<file path="src/rtl/disp_pkg.sv">
// disp_pkg: shared nibble type and digit extraction for the display blocks
package disp_pkg;
  localparam int NIBBLE_W = 4;
  localparam int MAX_DIGITS = 8;
  typedef logic [NIBBLE_W-1:0] nibble_t;
  function automatic nibble_t digit_of(input logic [NIBBLE_W*MAX_DIGITS-1:0] value, input int i);
    return value[NIBBLE_W*i +: NIBBLE_W];
  endfunction
endpackage

</file>
<file path="src/rtl/scan_prescaler.sv">
// scan_prescaler: free-running divider, tick on the last count of each DIV-cycle period
module scan_prescaler #(
  parameter int DIV = 50000
) (
  input  logic clk,
  input  logic rst,
  output logic tick
);
  localparam int W = DIV > 1 ? $clog2(DIV) : 1;
  logic [W-1:0] cnt_q;
  assign tick = cnt_q == W'(DIV - 1);
  always_ff @(posedge clk) begin
    if (rst) cnt_q <= '0;
    else cnt_q <= tick ? '0 : cnt_q + W'(1);
  end
endmodule

</file>
<file path="src/rtl/digit_scan_ctrl.sv">
// digit_scan_ctrl: multiplexed hex display scanner with frame-aligned double buffering
module digit_scan_ctrl
  import disp_pkg::*;
#(
  parameter int NUM_DIGITS = 4,
  parameter int SCAN_DIV = 50000
) (
  input  logic                           clk,
  input  logic                           rst,
  input  logic                           load,
  input  logic [NIBBLE_W*NUM_DIGITS-1:0] value,
  input  logic                           blank_lz,
  output nibble_t                        nibble,
  output logic [NUM_DIGITS-1:0]          digit_en,
  output logic                           blank,
  output logic                           frame_done
);
  localparam int IW = $clog2(NUM_DIGITS);
  localparam int VW = NIBBLE_W * NUM_DIGITS;
  logic tick, wrap, blank_d;
  logic [IW-1:0] idx_q, idx_d;
  logic [VW-1:0] disp_q, disp_d, pend_q, pend_d;
  logic pend_v_q, pend_v_d;
  nibble_t nibble_q;
  logic [NUM_DIGITS-1:0] digit_en_q;
  logic blank_q, frame_done_q;
  scan_prescaler #(.DIV(SCAN_DIV)) u_pre (.clk(clk), .rst(rst), .tick(tick));
  // a load landing on the wrap edge bypasses the pending buffer
  always_comb begin
    wrap = tick && idx_q == IW'(NUM_DIGITS - 1);
    idx_d = wrap ? '0 : idx_q + IW'(tick);
    disp_d = wrap ? (load ? value : pend_v_q ? pend_q : disp_q) : disp_q;
    pend_d = load && !wrap ? value : pend_q;
    pend_v_d = wrap ? 1'b0 : load | pend_v_q;
    blank_d = blank_lz && idx_d != '0 && (disp_d >> (NIBBLE_W * idx_d)) == '0;
  end
  always_ff @(posedge clk) begin
    if (rst) begin
      idx_q <= '0;
      disp_q <= '0;
      pend_q <= '0;
      pend_v_q <= 1'b0;
      nibble_q <= '0;
      digit_en_q <= {{(NUM_DIGITS-1){1'b1}}, 1'b0};
      blank_q <= 1'b0;
      frame_done_q <= 1'b0;
    end else begin
      idx_q <= idx_d;
      disp_q <= disp_d;
      pend_q <= pend_d;
      pend_v_q <= pend_v_d;
      nibble_q <= digit_of(32'(disp_d), int'(idx_d));
      digit_en_q <= blank_d ? '1 : ~(NUM_DIGITS'(1) << idx_d);
      blank_q <= blank_d;
      frame_done_q <= wrap;
    end
  end
  assign nibble = nibble_q;
  assign digit_en = digit_en_q;
  assign blank = blank_q;
  assign frame_done = frame_done_q;
endmodule

</file>
<file path="config.mk">
export PLATFORM = sky130hd
export DESIGN_NAME = digit_scan_ctrl
export DESIGN_NICKNAME = d
export VERILOG_FILES = /design/src/rtl/disp_pkg.sv /design/src/rtl/scan_prescaler.sv /design/src/rtl/digit_scan_ctrl.sv
export SDC_FILE = /design/constraint.sdc
export NUM_CORES = 1
export LEC_CHECK = 0
export ABC_CLOCK_PERIOD_IN_PS = 3400
export CAP_MARGIN = 25
export CORE_MARGIN = 5
export CORE_UTILIZATION = 25
export CTS_CLUSTER_DIAMETER = 30
export CTS_CLUSTER_SIZE = 25
export DETAILED_ROUTE_END_ITERATION = 10
export PLACE_DENSITY = 0.4
export SKIP_CTS_REPAIR_TIMING = 1
export SYNTH_ARGS = -nofsm -noshare
export SYNTH_HDL_FRONTEND = slang
export SYNTH_HIERARCHICAL = 1
export SYNTH_SLANG_ARGS = --single-unit
</file>
<file path="constraint.sdc">
create_clock -name clk -period 3.4 [get_ports clk]
set_input_delay 0.85 -clock clk [delete_from_list [all_inputs] [get_ports clk]]
set_output_delay 0.85 -clock clk [all_outputs]
set_load 0.1 [all_outputs]
</file>
==> results.md, run 1 <==
* Worst path max stage delay at around 0.47 ns
* Unique masters post-synth at 39
* Startpoint class of the critical path: flip-flop
* Share of the clock period used by the worst path after layout at between 80% and 90%
* Synthesized area per cell at just under 9 µm²
* Source of the worst hold timing path: pend_q[3]
* Half-perimeter wire length after detailed placement at roughly 4.8 mm
* Mapped Nets at about 330
* I/O pin count at 30
* Number of setup violations in the final report at 0
* Max Clk Rate at about 0.33 GHz
* First-pass detailed-route iteration total at 4
* Worst reg2reg path depth at 10
* I/O Buffers at 29
* Detailed router's first-iteration violation count at 80
* Library cell with the largest summed area after synthesis: dfxtp_1
* Post-Route WL at 6.74 mm
* Die area at 13100 µm²
* Final Wtd Congestion at between 0.7 and 0.8
* Beginning of the worst register-to-register path: u_pre/cnt_q[0]
* Horiz. Die Dim at around 110 µm
* Number of fill cells in the layout at 1172
* Global-route usage over all layers at 10.9%
* Hold Path Stages at 2
* Maximum capacitance violations at 0
* Average routed wire per standard cell at between 10 and 15 µm
* Count of final max-slew check failures at 0
* Number of global-route vias before repair at between 2k and 2.5k
* Required time at the endpoint of the critical path at approximately 3.7 ns
* Total number of vias at roughly 2.1k
* Arrival time reported for the critical path endpoint at ~3.3 ns
* Maximum number of pins on one net before global-route repair at 44
* Pwr Total at roughly 0.0015 W
* Critical-path top delay cell: and4b_1
* Number of CTS-inserted buffers at 9
* Min-Delay Endpoint: pend_q[3]
* Clock tree buffer depth at 2
* Cells traversed along the worst timing path: ha_1, nand4_2, and4b_1, ha_1, a21oi_1, mux2_2, mux2i_1, mux2_2, or2_4, nor4_2
* Post-CTS clock slew at the launch and capture registers of the worst setup and hold paths at approximately 0.07 ns
* Mapped cell area at ~2700 µm²
* Antenna diode count at 0
* Root buf cell: clkbuf_8
* Core Footprint at between 10000 and 15000 µm²
* Share of the synthesized area in the top cell type at ~45%
* Worst-path fanout max at 8
* Total number of clock tree sinks at 61
* P per Cell Area at approximately 460 nW/µm²
* Min Tclk post-route at 3.03 ns
* Clock tree from TritonCTS: built
* Transition time at the pin with the least slew margin at around 0.74 ns
* Setup repair after global routing missed its margin: false
* RR Endpoint: blank
* Antenna violations before repair at 0
* Kind of path behind the tightest hold check: flip-flop to flip-flop
* Layout-stage area growth over the synthesis result at 21.8%
* Total negative setup slack at 0 ns
* Final Net Count at 355
* R2R Setup Slk at around 0.37 ns
* Ratio of cells with drive above 1 in the final layout at roughly 14%
* Clock latency at the later pin of the worst-skew pair at 0.34 ns
* Maximum level of the CTS H-tree at 3
* Dominant synthesized flop cell: dfxtp_1
* Relative max-transition margin at between 50% and 60%
* Number of failing hold endpoints at the final stage at 0
* Drt via density at 4.48
* Number of enable-type register cells in the synthesized netlist at 0
* Fin Clk Skew at 0.00721 ns
* Post-route ant nets at 0
* Type of element capturing the critical path: flip-flop
* DRC violation count after routing at 0
* Leakage power summed over all cells at roughly 1.2 nW
* Sequential cell area fraction in the yosys report at between 40% and 50%
* Post-synth ARST share at 0%
* Run status: complete, no violations
* Wire length of the first global-routing pass at 11.0 mm
* Worst supply voltage drop on vdd at around 0.00014 V
* Die Span Y at 114 µm
* Class of the most critical setup path: flip-flop to flip-flop
* Number of storage elements in the synthesis netlist at a little over 60
* Instance count of the mapped netlist at 305
* Row Count at 38
* Starting density of the core at approximately a quarter
* Cell types with the largest area share after synthesis: dfxtp_1 45%, mux2i_1 8.4%, nor2_1 6.6%
* Overflow after GRT at 0
* Count of synthesis-stage warnings from yosys at 6
[cell families (layout without fill, tap and decap cells)]
logic type,count (synthesis),in the layout,synth area share (%)
buffers and inverters,22,55,4.31
AOI/OAI and AO/OA,39,39,8.72
and+or+nand+nor,129,129,22.0
muxes,38,38,14.8
adders and majority gates,2,2,0.917
DFF,61,61,44.8
xor gates and xnor gates,14,14,4.50
[metal layers]
layer | part of all wire, % | GRT usage [%]
met1 | 53 | 15.7
met2 | 42 | 15.1
met3 | 3.6 | 3.01
met4 | 1.3 | 4.75
met5 | 0 | 0
[critical path: cells and delay by family, from the launching register on]
family / cells / cell delay [ns]
AOI/OAI and AO/OA: 1 / 0.06
adders and majority gates: 2 / 0.48
DFF: 1 / 0.38
muxes: 3 / 0.82
and+or+nand+nor: 4 / 1.19
[how the worst max path moves through the flow]
stage                     slack [ns]  endpoint      startpoint  depth (start not counted)
after floorplan                 0.79     blank  u_pre/cnt_q[0]                         10
after global placement          0.22     blank            load                          8
after detailed placement        0.21     blank            load                          8
after CTS                       0.36     blank  u_pre/cnt_q[0]                         10
after global routing            0.15     blank  u_pre/cnt_q[0]                         10
final                           0.37     blank  u_pre/cnt_q[0]                         10
[state kept, by name (all words and copies together) (netlist names)]
| signal | flops |
|---|---|
| digit_en | 4 |
| pend_v_q | 1 |
| disp_q | 16 |
| blank | 1 |
| idx_q | 2 |
| pend_q | 16 |
| nibble | 4 |
| u_pre/cnt_q | 16 |
| frame_done | 1 |
[placed cells by master, fill, tap and decap left out, drive strengths merged, types with 2 or more instances in the layout]
| cell type | n |
|---|---|
| a2111oi | 2 |
| a211oi | 3 |
| a21oi | 23 |
| buf | 14 |
| bufinv | 2 |
| clkbuf | 12 |
| clkdlybuf4s50 | 19 |
| dfxtp | 61 |
| ha | 2 |
| inv | 6 |
| mux2 | 15 |
| mux2i | 23 |
| nand2 | 40 |
| nand3 | 9 |
| nand4 | 5 |
| nor2 | 48 |
| nor2b | 2 |
| nor3 | 9 |
| nor4 | 6 |
| nor4bb | 2 |
| o211ai | 3 |
| o21ai | 3 |
| or2 | 2 |
| or4b | 2 |
| xnor2 | 13 |
[cell usage after synthesis, types with 2 or more instances]
library cell,count
dfxtp_1,61
nor2_1,48
nand2_1,40
a21oi_1,23
mux2i_1,23
mux2_2,14
xnor2_1,13
nand3_1,9
nor3_1,9
clkbuf_1,8
inv_1,5
nor4_1,5
buf_2,4
buf_6,4
nand4_1,4
a211oi_1,3
o211ai_1,3
o21ai_0,3
a2111oi_0,2
ha_1,2
nor2b_1,2
nor4bb_1,2
or4b_1,2
[report_power, final]
part	leakage (nW)	total, W	switching (W)	internal (W)
Sequential	0.495	0.000738	0.00000915	0.000729
Combinational	0.615	0.0000975	0.0000494	0.0000481
Clock	0.101	0.000692	0.000280	0.000413
Total	1.21	0.00153	0.000338	0.00119
[final cells by class]
cell class | instances | area, µm² | area share, %
clock buffers | 12 | 135 | 4.07
clock inverters | 4 | 72.6 | 2.18
inverters | 6 | 22.5 | 0.678
multi-input cells | 222 | 1390 | 41.8
flip-flops and latches | 61 | 1220 | 36.7
well taps | 140 | 175 | 5.27
repair buffers | 33 | 308 | 9.26
[stage by stage]
step | cell area [µm²] | setup slack (ns) | hold WS, ns | utilization [%] | instances
after detailed placement | 3120 | 0.211 | 0.448 | 29.0 | 462
after global placement | 3120 | 0.215 | 0.441 | 29.0 | 462
after CTS | 3320 | 0.363 | 0.459 | 30.9 | 478
after global routing | 3320 | 0.146 | 0.486 | 30.9 | 478
final | 3320 | 0.368 | 0.454 | 30.9 | 478
after floorplan | 2730 | 0.789 | 0.430 | - | 305
Power figures use the tool's default switching activity.
==> run 2, diff against run 1 <==
--- a/config.mk
+++ b/config.mk
@@ -10,7 +10,6 @@
 export CORE_MARGIN = 5
 export CORE_UTILIZATION = 25
 export CTS_CLUSTER_DIAMETER = 30
-export CTS_CLUSTER_SIZE = 25
 export DETAILED_ROUTE_END_ITERATION = 10
 export PLACE_DENSITY = 0.4
 export SKIP_CTS_REPAIR_TIMING = 1
==> results of run 2 <==
The final DEF is identical to that of run 1; final timing and power are the same.
==> run 3, diff against run 2 <==
--- a/config.mk
+++ b/config.mk
@@ -11,7 +11,7 @@
 export CORE_UTILIZATION = 25
 export CTS_CLUSTER_DIAMETER = 30
 export DETAILED_ROUTE_END_ITERATION = 10
-export PLACE_DENSITY = 0.4
+export MAX_ROUTING_LAYER = met4
 export SKIP_CTS_REPAIR_TIMING = 1
 export SYNTH_ARGS = -nofsm -noshare
 export SYNTH_HDL_FRONTEND = slang
==> results.md, run 3 (synthesis results as in run 1) <==
* Setup repair after global routing missed its margin: false
* Clock tree from TritonCTS: built
* Top library cells by usage in the layout, fill and taps aside: 61 x dfxtp_1, 48 x nor2_1, 40 x nand2_1
* Leakage power summed over all cells at between 1 and 1.5 nW
* Min Tclk post-route at between 2 and 3 ns
* Run status: complete, no violations
* Row Count at 38
* Wire length of the first global-routing pass at 10.0 mm
* Worst supply voltage drop on vdd at about 0.00018 V
* Antenna violations before repair at 0
* Startpoint class of the critical path: flip-flop
* Fin Clk Skew at approximately 0.0069 ns
* Worst path max stage delay at ~0.46 ns
* Count of final max-slew check failures at 0
* Crit path top cell by count: mux2i_1
* Global-route usage over all layers at between 10% and 20%
* Layout-stage area growth over the synthesis result at 21.2%
* Class of the most critical setup path: flip-flop to flip-flop
* End-of-flow core utilization at between 30% and 40%
* Detailed router's first-iteration violation count at about 140
* Die Span Y at 114 µm
* Half-perimeter wire length after detailed placement at between 4 and 5 mm
* Max Clk Rate at between 0.3 and 0.4 GHz
* Post-Route WL at slightly above 6 mm
* Setup slack after placement at between 0.1 and 0.15 ns
* Total number of vias at between 2k and 2.5k
* Root buf cell: clkbuf_8
* Post-CTS clock slew at the launch and capture registers of the worst setup and hold paths at around 0.060 ns
* Starting density of the core at roughly a quarter
* Clock latency at the later pin of the worst-skew pair at around 0.34 ns
* Die area at roughly 13000 µm²
* Required time at the endpoint of the critical path at 3.66 ns
* Horiz. Die Dim at 114 µm
* Critical-path top delay cell: o2111a_2
* Final Net Count at 355
* Cells traversed along the worst timing path: ha_1, nand4_2, and4b_1, o2111a_2, mux2i_1, mux2i_1, mux2_2, or2_4, nor4_2
* Maximum level of the CTS H-tree at 3
* Core Footprint at around 11000 µm²
* Number of global-route vias before repair at 2060
* Worst path setup slack after routing at 0.405 ns
* Number of setup violations in the final report at 0
* Number of fill cells in the layout at between 1k and 1.5k
* Arrival time reported for the critical path endpoint at between 3 and 4 ns
* Fin Hold WS at 0.455 ns
* Relative max-transition margin at approximately three fifths
* Overflow after GRT at 0
* I/O Buffers at 29
* Antenna diode count at 0
* Maximum capacitance violations at 0
* Kind of path behind the tightest hold check: flip-flop to flip-flop
* Post-route ant nets at 0
* I/O pin count at 30
* Transition time at the pin with the least slew margin at ~0.62 ns
* Pwr Total at ~0.0014 W
* Clock tree buffer depth at 2
* Total number of clock tree sinks at 61
* Leading cell type in the layout, fill and taps excluded: dfxtp_1
* Ratio of cells with drive above 1 in the final layout at between 10% and 20%
* Number of buffer and inverter stages on the critical path at 0
* Number of CTS-inserted buffers at 9
* Share of the clock period used by the worst path after layout at roughly 88%
* Final Wtd Congestion at 0.826
* Average routed wire per standard cell at 12.9 µm
* Number of failing hold endpoints at the final stage at 0
* DRC violation count after routing at 0
* First-pass detailed-route iteration total at 4
* Total negative setup slack at 0 ns
* Largest registers in the final layout: disp_q: 16 flops, pend_q: 16 flops, u_pre/cnt_q: 16 flops
* Maximum number of pins on one net before global-route repair at 44
* P per Cell Area at around 440 nW/µm²
* Type of element capturing the critical path: flip-flop
* Worst-path fanout max at 12
* Drt via density at ~4.5
* Dominant delay contributor by cell family on the critical path: simple AND/OR/NAND/NOR gates
[run 3: changes by cell type in the layout (fill, tap and decap cells not counted), sizes merged]
cell,change
clkbuf,+4
clkinv,-1
bufinv,-2
clkinvlp,-1
[run 3: routing by layer]
metal / routed length, µm / vias to the layer above / track usage [%]
li1: - / 1114 / -
met4: 124 / 0 / 5.46
met2: 2910 / 38 / 15.7
met1: 2960 / 986 / 12.0
met5: 0 / - / -
met3: 199 / 8 / 3.65
[run 3: final timing paths]
path                            depth (start not counted)  slack, ns        end           start
worst max-delay path                                    9       0.41      blank  u_pre/cnt_q[0]
worst min-delay path                                    2       0.46  pend_q[1]       pend_q[1]
worst max register to register                          9       0.41      blank  u_pre/cnt_q[0]
worst min register to register                          2       0.46  pend_q[1]       pend_q[1]
[run 3: cell type report]
class	count	area, µm²	share of cell area (%)
Timing Repair Buffer	33	308	9.31
Inverter	6	22.5	0.681
Sequential cell	61	1220	36.9
Multi-Input combinational cell	222	1390	42.0
Tap cell	140	175	5.30
Clock buffer	16	190	5.75
[run 3: worst min-delay path, stage by stage (launching register included)]
cell	delay (ns)
dfxtp_1	0.31
nand2_1	0.05
a21oi_1	0.05
[run 3: report_power, final]
group | internal (W) | total (W) | switching [W]
clock | 0.000346 | 0.000608 | 0.000263
combinational | 0.0000481 | 0.0000950 | 0.0000469
sequential | 0.000729 | 0.000738 | 0.00000928
[run 3: through the flow]
| stage | area (µm²) | cells |
|---|---|---|
| 4_1_cts | 3310 | 478 |
| 3_5_place_dp | 3120 | 462 |
| 3_3_place_gp | 3120 | 462 |
| 5_1_grt | 3310 | 478 |
| 2_1_floorplan | 2730 | 305 |
| 6_report | 3310 | 478 |
